File: src/rtl/mem_dump_unit_pkg.sv
// Shared constants and FSM encoding for the data-memory dump sequencer.
package mem_dump_unit_pkg;

  localparam int NB_DATA     = 32;
  localparam int NB_BYTE     = 8;
  // Data-memory address width; kept <= 7 so END_BYTE never looks like an address byte.
  localparam int ADDR_W      = 5;
  localparam int FRAME_BYTES = 5;
  localparam logic [NB_BYTE-1:0] END_BYTE = 8'hFF;
  localparam logic [2:0] BIDX_LAST = 3'(FRAME_BYTES - 1);

  typedef enum logic [3:0] {
    ST_IDLE     = 4'd0,
    ST_CHECK    = 4'd1,
    ST_READ     = 4'd2,
    ST_LOAD     = 4'd3,
    ST_WAIT_TX  = 4'd4,
    ST_NEXT     = 4'd5,
    ST_SEND_END = 4'd6,
    ST_WAIT_END = 4'd7,
    ST_DONE     = 4'd8
  } dump_state_t;

endpackage

File: src/rtl/mem_dump_unit_if.sv
// Bundle between the dump sequencer, the MEM debug port and the UART TX.
interface mem_dump_unit_if
  import mem_dump_unit_pkg::*;
#(
  parameter int NB_ADDR = ADDR_W
);
  logic               start_i;
  logic               busy_o;
  logic               done_o;
  logic [NB_ADDR-1:0] addr_mem_debug_unit_o;
  logic               cntl_addr_debug_mem_o;
  logic               cntl_wr_debug_mem_o;
  logic               bit_sucio_i;
  logic [NB_DATA-1:0] data_mem_debug_unit_i;
  logic [NB_BYTE-1:0] tx_data_o;
  logic               tx_start_o;
  logic               tx_done_i;

  modport slave (
    input  start_i, bit_sucio_i, data_mem_debug_unit_i, tx_done_i,
    output busy_o, done_o, addr_mem_debug_unit_o, cntl_addr_debug_mem_o,
           cntl_wr_debug_mem_o, tx_data_o, tx_start_o
  );

  modport master (
    output start_i, bit_sucio_i, data_mem_debug_unit_i, tx_done_i,
    input  busy_o, done_o, addr_mem_debug_unit_o, cntl_addr_debug_mem_o,
           cntl_wr_debug_mem_o, tx_data_o, tx_start_o
  );

endinterface

File: src/rtl/mem_dump_unit_frame_byte_sel.sv
// Picks one byte of the 5-byte dump frame: address byte, then the word MSB first.
module mem_dump_unit_frame_byte_sel
  import mem_dump_unit_pkg::*;
#(
  parameter int NB_ADDR = ADDR_W
)(
  input  logic [2:0]         byte_idx,
  input  logic [NB_ADDR-1:0] addr,
  input  logic [NB_DATA-1:0] word,
  output logic [NB_BYTE-1:0] frame_byte
);

  always_comb begin
    frame_byte = word[7:0];
    case (byte_idx)
      3'd0:    frame_byte = {{(NB_BYTE-NB_ADDR){1'b0}}, addr};
      3'd1:    frame_byte = word[31:24];
      3'd2:    frame_byte = word[23:16];
      3'd3:    frame_byte = word[15:8];
      default: frame_byte = word[7:0];
    endcase
  end

endmodule

File: src/rtl/mem_dump_unit.sv
// Walks data memory through the MEM debug mux and streams dirty words to the UART,
// closing with END_BYTE. Only safe while the pipeline is halted.
module mem_dump_unit
  import mem_dump_unit_pkg::*;
#(
  parameter int NB_ADDR = ADDR_W
)(
  input  logic           clock_i,
  input  logic           reset_i,
  mem_dump_unit_if.slave bus
);

  dump_state_t        state, state_nxt;
  logic [NB_ADDR-1:0] addr, addr_nxt;
  logic [2:0]         bidx, bidx_nxt;
  logic [NB_DATA-1:0] word, word_nxt;
  logic [NB_BYTE-1:0] frame_byte;
  logic [NB_BYTE-1:0] tx_data_q;
  logic               tx_start_q;
  logic               busy_q;
  logic               done_q;

  // Fed with next-cycle values so tx_data_o is already valid in the LOAD cycle.
  mem_dump_unit_frame_byte_sel #(.NB_ADDR(NB_ADDR)) u_sel (
    .byte_idx   (bidx_nxt),
    .addr       (addr_nxt),
    .word       (word_nxt),
    .frame_byte (frame_byte)
  );

  always_comb begin
    state_nxt = state;
    addr_nxt  = addr;
    bidx_nxt  = bidx;
    word_nxt  = word;
    case (state)
      ST_IDLE: begin
        if (bus.start_i) begin
          addr_nxt  = '0;
          state_nxt = ST_CHECK;
        end
      end
      ST_CHECK:    state_nxt = bus.bit_sucio_i ? ST_READ : ST_NEXT;
      ST_READ: begin
        word_nxt  = bus.data_mem_debug_unit_i;
        bidx_nxt  = '0;
        state_nxt = ST_LOAD;
      end
      ST_LOAD:     state_nxt = ST_WAIT_TX;
      ST_WAIT_TX: begin
        if (bus.tx_done_i) begin
          if (bidx == BIDX_LAST) begin
            state_nxt = ST_NEXT;
          end else begin
            bidx_nxt  = bidx + 3'd1;
            state_nxt = ST_LOAD;
          end
        end
      end
      ST_NEXT: begin
        // Last address goes straight to the terminator; the counter never wraps.
        if (addr == '1) begin
          state_nxt = ST_SEND_END;
        end else begin
          addr_nxt  = addr + NB_ADDR'(1);
          state_nxt = ST_CHECK;
        end
      end
      ST_SEND_END: state_nxt = ST_WAIT_END;
      ST_WAIT_END: if (bus.tx_done_i) state_nxt = ST_DONE;
      ST_DONE:     state_nxt = ST_IDLE;
      default:     state_nxt = ST_IDLE;
    endcase
  end

  always_ff @(posedge clock_i or posedge reset_i) begin
    if (reset_i) begin
      state      <= ST_IDLE;
      addr       <= '0;
      bidx       <= '0;
      word       <= '0;
      tx_data_q  <= '0;
      tx_start_q <= 1'b0;
      busy_q     <= 1'b0;
      done_q     <= 1'b0;
    end else begin
      state      <= state_nxt;
      addr       <= addr_nxt;
      bidx       <= bidx_nxt;
      word       <= word_nxt;
      tx_start_q <= (state_nxt == ST_LOAD) || (state_nxt == ST_SEND_END);
      busy_q     <= !((state_nxt == ST_IDLE) || (state_nxt == ST_DONE));
      done_q     <= (state_nxt == ST_DONE);
      if (state_nxt == ST_LOAD)
        tx_data_q <= frame_byte;
      else if (state_nxt == ST_SEND_END)
        tx_data_q <= END_BYTE;
    end
  end

  assign bus.addr_mem_debug_unit_o = addr;
  assign bus.cntl_addr_debug_mem_o = busy_q;
  assign bus.cntl_wr_debug_mem_o   = busy_q;
  assign bus.busy_o                = busy_q;
  assign bus.done_o                = done_q;
  assign bus.tx_data_o             = tx_data_q;
  assign bus.tx_start_o            = tx_start_q;

endmodule

File: src/flat_wrapper.sv
// flat-port wrapper written by rule: the top's interface ports become plain ports
module mem_dump_unit_flat import mem_dump_unit_pkg::*;
#(
  parameter int NB_ADDR = ADDR_W
)
  (clock_i, reset_i, bus_start_i, bus_bit_sucio_i, bus_data_mem_debug_unit_i, bus_tx_done_i, bus_busy_o, bus_done_o, bus_addr_mem_debug_unit_o, bus_cntl_addr_debug_mem_o, bus_cntl_wr_debug_mem_o, bus_tx_data_o, bus_tx_start_o);
  mem_dump_unit_if #(.NB_ADDR(NB_ADDR)) bus_i ();
  input  logic clock_i;
  input  logic reset_i;
  input wire logic [$bits(bus_i.start_i)-1:0] bus_start_i;
  input wire logic [$bits(bus_i.bit_sucio_i)-1:0] bus_bit_sucio_i;
  input wire logic [$bits(bus_i.data_mem_debug_unit_i)-1:0] bus_data_mem_debug_unit_i;
  input wire logic [$bits(bus_i.tx_done_i)-1:0] bus_tx_done_i;
  output wire logic [$bits(bus_i.busy_o)-1:0] bus_busy_o;
  output wire logic [$bits(bus_i.done_o)-1:0] bus_done_o;
  output wire logic [$bits(bus_i.addr_mem_debug_unit_o)-1:0] bus_addr_mem_debug_unit_o;
  output wire logic [$bits(bus_i.cntl_addr_debug_mem_o)-1:0] bus_cntl_addr_debug_mem_o;
  output wire logic [$bits(bus_i.cntl_wr_debug_mem_o)-1:0] bus_cntl_wr_debug_mem_o;
  output wire logic [$bits(bus_i.tx_data_o)-1:0] bus_tx_data_o;
  output wire logic [$bits(bus_i.tx_start_o)-1:0] bus_tx_start_o;
  assign bus_i.start_i = bus_start_i;
  assign bus_i.bit_sucio_i = bus_bit_sucio_i;
  assign bus_i.data_mem_debug_unit_i = bus_data_mem_debug_unit_i;
  assign bus_i.tx_done_i = bus_tx_done_i;
  assign bus_busy_o = bus_i.busy_o;
  assign bus_done_o = bus_i.done_o;
  assign bus_addr_mem_debug_unit_o = bus_i.addr_mem_debug_unit_o;
  assign bus_cntl_addr_debug_mem_o = bus_i.cntl_addr_debug_mem_o;
  assign bus_cntl_wr_debug_mem_o = bus_i.cntl_wr_debug_mem_o;
  assign bus_tx_data_o = bus_i.tx_data_o;
  assign bus_tx_start_o = bus_i.tx_start_o;
  mem_dump_unit #(.NB_ADDR(NB_ADDR)) u_core (.clock_i(clock_i), .reset_i(reset_i), .bus(bus_i));
endmodule
File: config.mk
export PLATFORM = sky130hd
export DESIGN_NAME = mem_dump_unit_flat
export DESIGN_NICKNAME = d
export VERILOG_FILES = /design/src/rtl/mem_dump_unit_pkg.sv /design/src/rtl/mem_dump_unit_if.sv /design/src/rtl/mem_dump_unit_frame_byte_sel.sv /design/src/rtl/mem_dump_unit.sv /design/src/flat_wrapper.sv
export SDC_FILE = /design/constraint.sdc
export NUM_CORES = 1
export LEC_CHECK = 0
export ABC_AREA = 1
export BUFFER_PORTS_ARGS = -buffer_cell sky130_fd_sc_hd__buf_2
export CORE_MARGIN = 3
export CORE_UTILIZATION = 59
export CTS_BUF_LIST = sky130_fd_sc_hd__clkbuf_16
export DETAILED_ROUTE_END_ITERATION = 12
export PLACE_DENSITY = 0.82
export RECOVER_POWER = 50
export SKIP_CTS_REPAIR_TIMING = 1
export SLEW_MARGIN = 20
export SYNTH_ARGS = -nofsm -noshare
export SYNTH_HDL_FRONTEND = slang
export SYNTH_SLANG_ARGS = --single-unit
export TNS_END_PERCENT = 10
File: constraint.sdc
create_clock -name clock_i -period 3.2 [get_ports clock_i]
set_input_delay 0.8 -clock clock_i [delete_from_list [all_inputs] [get_ports clock_i]]
set_output_delay 0.8 -clock clock_i [all_outputs]
set_load 0.01 [all_outputs]
-- Word-level counts from Yosys, hierarchy flattened
Cells that the tools add are included.
- word-level logic and storage cells: 49
- bits in registers: 55
- reductions and logical operators: 7
- $add $sub $neg: 2
- muxes and demuxes: 17
- eq/ne operators: 15
- operators with widths (operator ; count):
    32-bit two-way mux ; 1
    4-bit case mux with 8 select lines ; 1
    8-bit case mux with 4 select lines ; 1
    4-bit by 3-bit == test with 1-bit output, second input constant ; 5
    8-bit two-way mux ; 2
    3-bit two-way mux ; 5
    4-bit by 2-bit == test with 1-bit output, second input constant ; 3
    4-bit two-way mux ; 3
    5-bit two-way mux ; 2
    5-bit case mux with 2 select lines ; 1
    4-bit zero test ; 2
    3-bit by 2-bit == test with 1-bit output, second input constant ; 2
    3-bit case mux with 2 select lines ; 1
    5-bit by 1-bit adder with 5-bit output, second input constant ; 1
    5-bit == test, second input constant ; 1
    4-bit by 1-bit == test with 1-bit output, second input constant ; 1
    4-bit == test, second input constant ; 1
    3-bit by 1-bit adder with 3-bit output, second input constant ; 1
    3-bit by 1-bit == test with 1-bit output, second input constant ; 1
    3-bit == test, second input constant ; 1
    3-bit zero test ; 1
    1-bit logical OR ; 2
    2-bit nonzero test ; 1
    1-bit zero test ; 1

-- Logic depth before layout (Yosys ltp)
- word-level depth: 7
- depth in mapped cells: 12
- mapped depth without buffers: 12

-- Cells and area by module
A second synthesis with hierarchy kept.
- cell total of the unflattened synthesis: 278
- area total of the unflattened synthesis: 2911.5 um^2
- modules (own cells, without submodules) (module ; area each (um^2) ; instances ; cells each):
    mem_dump_unit ; 2459.9 ; 1 ; 207
    mem_dump_unit_frame_byte_sel ; 451.7 ; 1 ; 71

-- Least setup slack after synthesis
No wires, ideal clock.
- kind: input to register
- start point: in bus_tx_done_i
- end point: reg u_core.tx_data_q[5] (netlist: u_core.bus.tx_data_o[5])
- path buffers: 1
- required time: 3.083 ns
- path slack: 1.378 ns
- stages: 9
- arrival time: 1.705 ns
- cell sequence: inv_1 or2_1 nand3_1 nand2_2 buf_4 nand4_1 nand3_1 nor2_1 nor2_1
- longest elaborated chain between the ends: 5
- elaborated cells between the ends (all ways): 14
- RTL lines (what ; RTL line ; source):
    start: declaration ; flat_wrapper.sv:13 ; input wire logic [$bits(bus_i.tx_done_i)-1:0] bus_tx_done_i;
    3-bit two-way mux (*) ; mem_dump_unit.sv:51 ; if (bus.tx_done_i) begin
    3-bit case mux with 2 select lines (*) ; mem_dump_unit.sv:36 ; case (state)
    via u_core.bidx_nxt[1] ; mem_dump_unit.sv:15 ; logic [2:0] bidx, bidx_nxt;
    3-bit by 2-bit == test with 1-bit output (tied with other cells) ; mem_dump_unit_frame_byte_sel.sv:15 ; case (byte_idx)
    8-bit case mux with 4 select lines (*) ; mem_dump_unit_frame_byte_sel.sv:15 ;
    8-bit two-way mux (*) ; mem_dump_unit.sv:94 ; if (state_nxt == ST_LOAD)
    end signal: assignment ; mem_dump_unit.sv:95 ; tx_data_q <= frame_byte;
    end: declaration ; mem_dump_unit.sv:18 ; logic [NB_BYTE-1:0] tx_data_q;
Mark *: on every way through the listed nets, which the timed path passes. The rest lies on a longest branch.
A chain may end at the register's enable or synchronous reset.

-- Worst setup path in the final report
- start point: reg u_core.state[3]
- end point: reg u_core.tx_data_q[6] (netlist: u_core.bus.tx_data_o[6])
- elaborated cells between the ends (all ways): 23
- RTL lines (what ; RTL line ; source):
    start: declaration ; mem_dump_unit.sv:13 ; dump_state_t state, state_nxt;
    start signal: assignment ; mem_dump_unit.sv:87 ; state <= state_nxt;
    4-bit by 3-bit == test with 1-bit output (tied with other cells) ; mem_dump_unit.sv:36 ;
    4-bit case mux with 8 select lines (*) ; mem_dump_unit.sv:36 ;
    via u_core.state_nxt[0] ; mem_dump_unit.sv:13 ;
    4-bit by 2-bit == test with 1-bit output / 4-bit by 3-bit == test with 1-bit output (equally long branches) ; mem_dump_unit.sv:94, mem_dump_unit.sv:96 ;
    8-bit two-way mux / 2-bit nonzero test (equally long branches) ; n/a ;
Marks and branches as above.

==> metrics.csv <==
stage,metric,value,unit
placed_design,worst slack at placement,792,ps
die,die outline width,75.5,microns
routing,post-DR wirelength/cell,13.4,microns
power_and_ir_drop,maximum vdd ir drop,0.431,mV
power_and_ir_drop,total power draw,3.18,mW
final_layout,proportion of layout cells with a drive suffix above 1,0.202,
timing,Final setup viols,0,
timing,slew at the pin closest to its max-slew limit,1350,ps
routing,post-detailed-route via-to-cell ratio,5.43,
job,MaxCap Viol Count,0,
clock_network,total clock sinks,55,
yosys,number of library cell types mapped by synthesis,27,
grt,maximum number of pins on one net before global-route repair,56,
yosys,cell taking the most area after synthesis,dfrtp_1,
timing,ratio of final minimum period to clock period,0.812,
final_layout,filler-free cell count of the finished design,457,
power_and_ir_drop,Switching Fraction,0.438,
routing,number of detailed-routing iterations run before antenna repair,5,
yosys,number of standard cells after synthesis,355,
setup_path,"critical path fanouts, max",28,
setup_path,data arrival time of the critical path,2790,ps
routing,DRT Wirelength,6150,microns
grt,leftover overflow at the end of global routing,0,
yosys,yosys warns,0,
final_layout,# nets final,444,
timing,fin worst setup slack,600,ps
die,core area,4500,sq um
timing,worst setup skew after layout,6.45,ps
grt,number of global-route vias before repair,2357,
yosys,number of register bits inferred by synthesis,55,
die,number of rows in the core area,24,
die,starting density of the core,0.633,
yosys,synth cell count leaders,"nand2_1, dfrtp_1, nand3_1, nor2_1, inv_1",
placed_design,placed cells,449,
yosys,syn nets,395,
power_and_ir_drop,Leakage Power,1.79,nW
power_and_ir_drop,portion of total power attributed to combinational logic,0.474,
power_and_ir_drop,net switching power,1.39,mW
placed_design,IO buf count,54,
die,boundary pin count,55,
clock_network,clock buffer count from CTS,5,
yosys,top-count cell post-synth,nand2_1,
die,Total Die Area,5700,sq um
clock_network,clock root buffer master,clkbuf_16,
timing,setup repair after global routing missed its margin,no,
setup_path,Setup Crit Path Kind,flop to flop,
yosys,biggest area contributors in the synthesized netlist,"dfrtp_1, nand2_1, nand3_1",
final_layout,diode count,0,
status,result of the run,finished clean,
timing,Post-Route Setup TNS,0,ps
hold_path,HP Class,flop to flop,
grt,first-pass GRT wire length,10500,microns
yosys,Post-synth top flop,dfrtp_1,
setup_path,endpoint type of the worst setup path,flop,
final_layout,number of fill cells in the layout,384,
yosys,netlist area before placement,2850,sq um
grt,All-Layer GR Usage,0.239,
clock_network,CTS tree,done,
timing,max-slew violation count,0,
power_and_ir_drop,fraction of power consumed by sequential logic,0.361,
timing,Final Hold Viols,0,
yosys,fraction of synthesized cell area taken by the top area cell type,0.483,
clock_network,clock latency at the later pin of the worst-skew pair,290,ps
yosys,sequential fraction of the synthesis area,0.483,
timing,Worst slew margin,0.103,
placed_design,hpwl dp,4510,microns
routing,Remaining DRCs,0,
yosys,share of flip-flops with an asynchronous set or reset after synthesis,1.00,
timing,crit path time final,2600,ps
power_and_ir_drop,power share of the clock group,0.165,
grt,number of antenna violations at the first check in global routing,0,
setup_path,data required time at the worst endpoint,3390,ps
die,die height,75.5,microns
yosys,number of synthesized flops with an enable pin,0,
power_and_ir_drop,power density cells,988,nW/um^2
routing,number of vias after detailed routing,2482,
timing,max frequency,385,MHz
routing,antenna-violating nets left,0,
placed_design,last weighted congestion value of the routability-driven placer,0.927,
yosys,post-synthesis average cell area,8.03,sq um
clock_network,clock slew at the register clock pins of the worst setup and hold paths,70,ps
final_layout,synthesis-to-finish area growth,12.9,%
setup_path,CP Launch Type,flop,
final_layout,final standard cell utilization of the core,0.714,
power_and_ir_drop,Power Internal,1.79,mW
routing,violation count after the first detailed-routing iteration,157,
clock_network,Max clock buf depth,2,
clock_network,CTS HTree Levels,2,
## kinds of logic after synthesis
logic type,after synthesis,synth area share
buf+inv,47,0.0843
xor+xnor,1,0.00307
compound gates,13,0.0233
fa+ha+maj,3,0.0132
simple gates,233,0.378
flops,55,0.483
mux,3,0.0158
## critical path: stages (launching register included)
cell and delay, ps:
dfrtp_1 400, nor2_1 200, clkbuf_1 830, nand3_1 270
inv_1 140, nor2_1 60, nand2_2 110, nand3_4 140
inv_1 130, nand2_1 70, nor2_1 100, nor2_1 50
## layer usage
metal	up-vias	wire length, microns	global-route usage
li1	1252	-	-
met1	1139	2880	0.335
met2	83	2780	0.380
met3	8	421	0.0528
met4	0	58	0.0641
met5	-	0	0
## registers in the layout (all words and copies together), names as in the netlist
name	cells
u_core.word	32
u_core.bus.tx_start_o	1
u_core.bidx	3
u_core.state	4
u_core.bus.done_o	1
u_core.bus.busy_o	1
u_core.bus.addr_mem_debug_unit_o	5
u_core.bus.tx_data_o	8
## placed cells by master (no fill, tap or decap)
master	netlist	routed
xor2_1	1	1
inv_1	29	30
nand3_1	47	47
nor2_2	5	5
clkinv_1	0	1
nand2_1	101	102
nand3_4	1	1
dfrtp_1	55	55
ha_1	3	3
nor3_1	3	3
o22ai_1	1	1
o21ai_1	6	6
nand3_2	1	1
nand2_4	2	1
nand4_1	24	24
clkbuf_2	0	1
clkbuf_1	2	3
clkbuf_16	0	5
nand3b_1	1	1
or2_1	1	1
nor2_4	1	1
mux2_4	3	3
a21oi_1	5	5
inv_2	2	2
nand2_2	7	7
nor2_1	39	39
o21ai_0	1	1
buf_4	6	2
clkinv_4	0	1
buf_2	3	52
## final cells by class
| class | instances | area (sq um) | area share |
|---|---|---|---|
| Inverter | 31 | 116 | 0.0362 |
| Clock inverter | 3 | 16.3 | 0.00506 |
| Tap cell | 52 | 65.1 | 0.0202 |
| Sequential cell | 55 | 1380 | 0.428 |
| Clock buffer | 5 | 125 | 0.0389 |
| Timing Repair Buffer | 58 | 292 | 0.0906 |
| Multi-Input combinational cell | 253 | 1230 | 0.381 |
## power by group through the flow
stage               Clock (mW)  Sequential (mW)  Combinational [mW]
floorplan                    0             1.17                1.17
finish                   0.523             1.15                1.51
global route             0.552             1.19                1.74
CTS                      0.530             1.15                1.53
global placement             0             1.15                1.48
detailed placement           0             1.16                1.52
## through the flow
step                      hold slack, ps  instance area, sq um
after floorplan                      438                  2850
after global placement               455                  3090
after detailed placement             463                  3090
after CTS                            479                  3240
after global routing                 503                  3220
final                                481                  3220
## final timing paths
kind,from,end,slack [ps],depth (start not counted)
max,u_core.state[3],u_core.bus.tx_data_o[6],600,11
max reg2reg,u_core.state[3],u_core.bus.tx_data_o[6],600,11
min in group asynchronous,reset_i,u_core.bus.done_o,960,3
min reg2reg,u_core.word[9],u_core.word[9],480,2
min,u_core.word[9],u_core.word[9],480,2
max in group asynchronous,reset_i,u_core.state[3],1430,3
(Power assumes the default switching activity.)
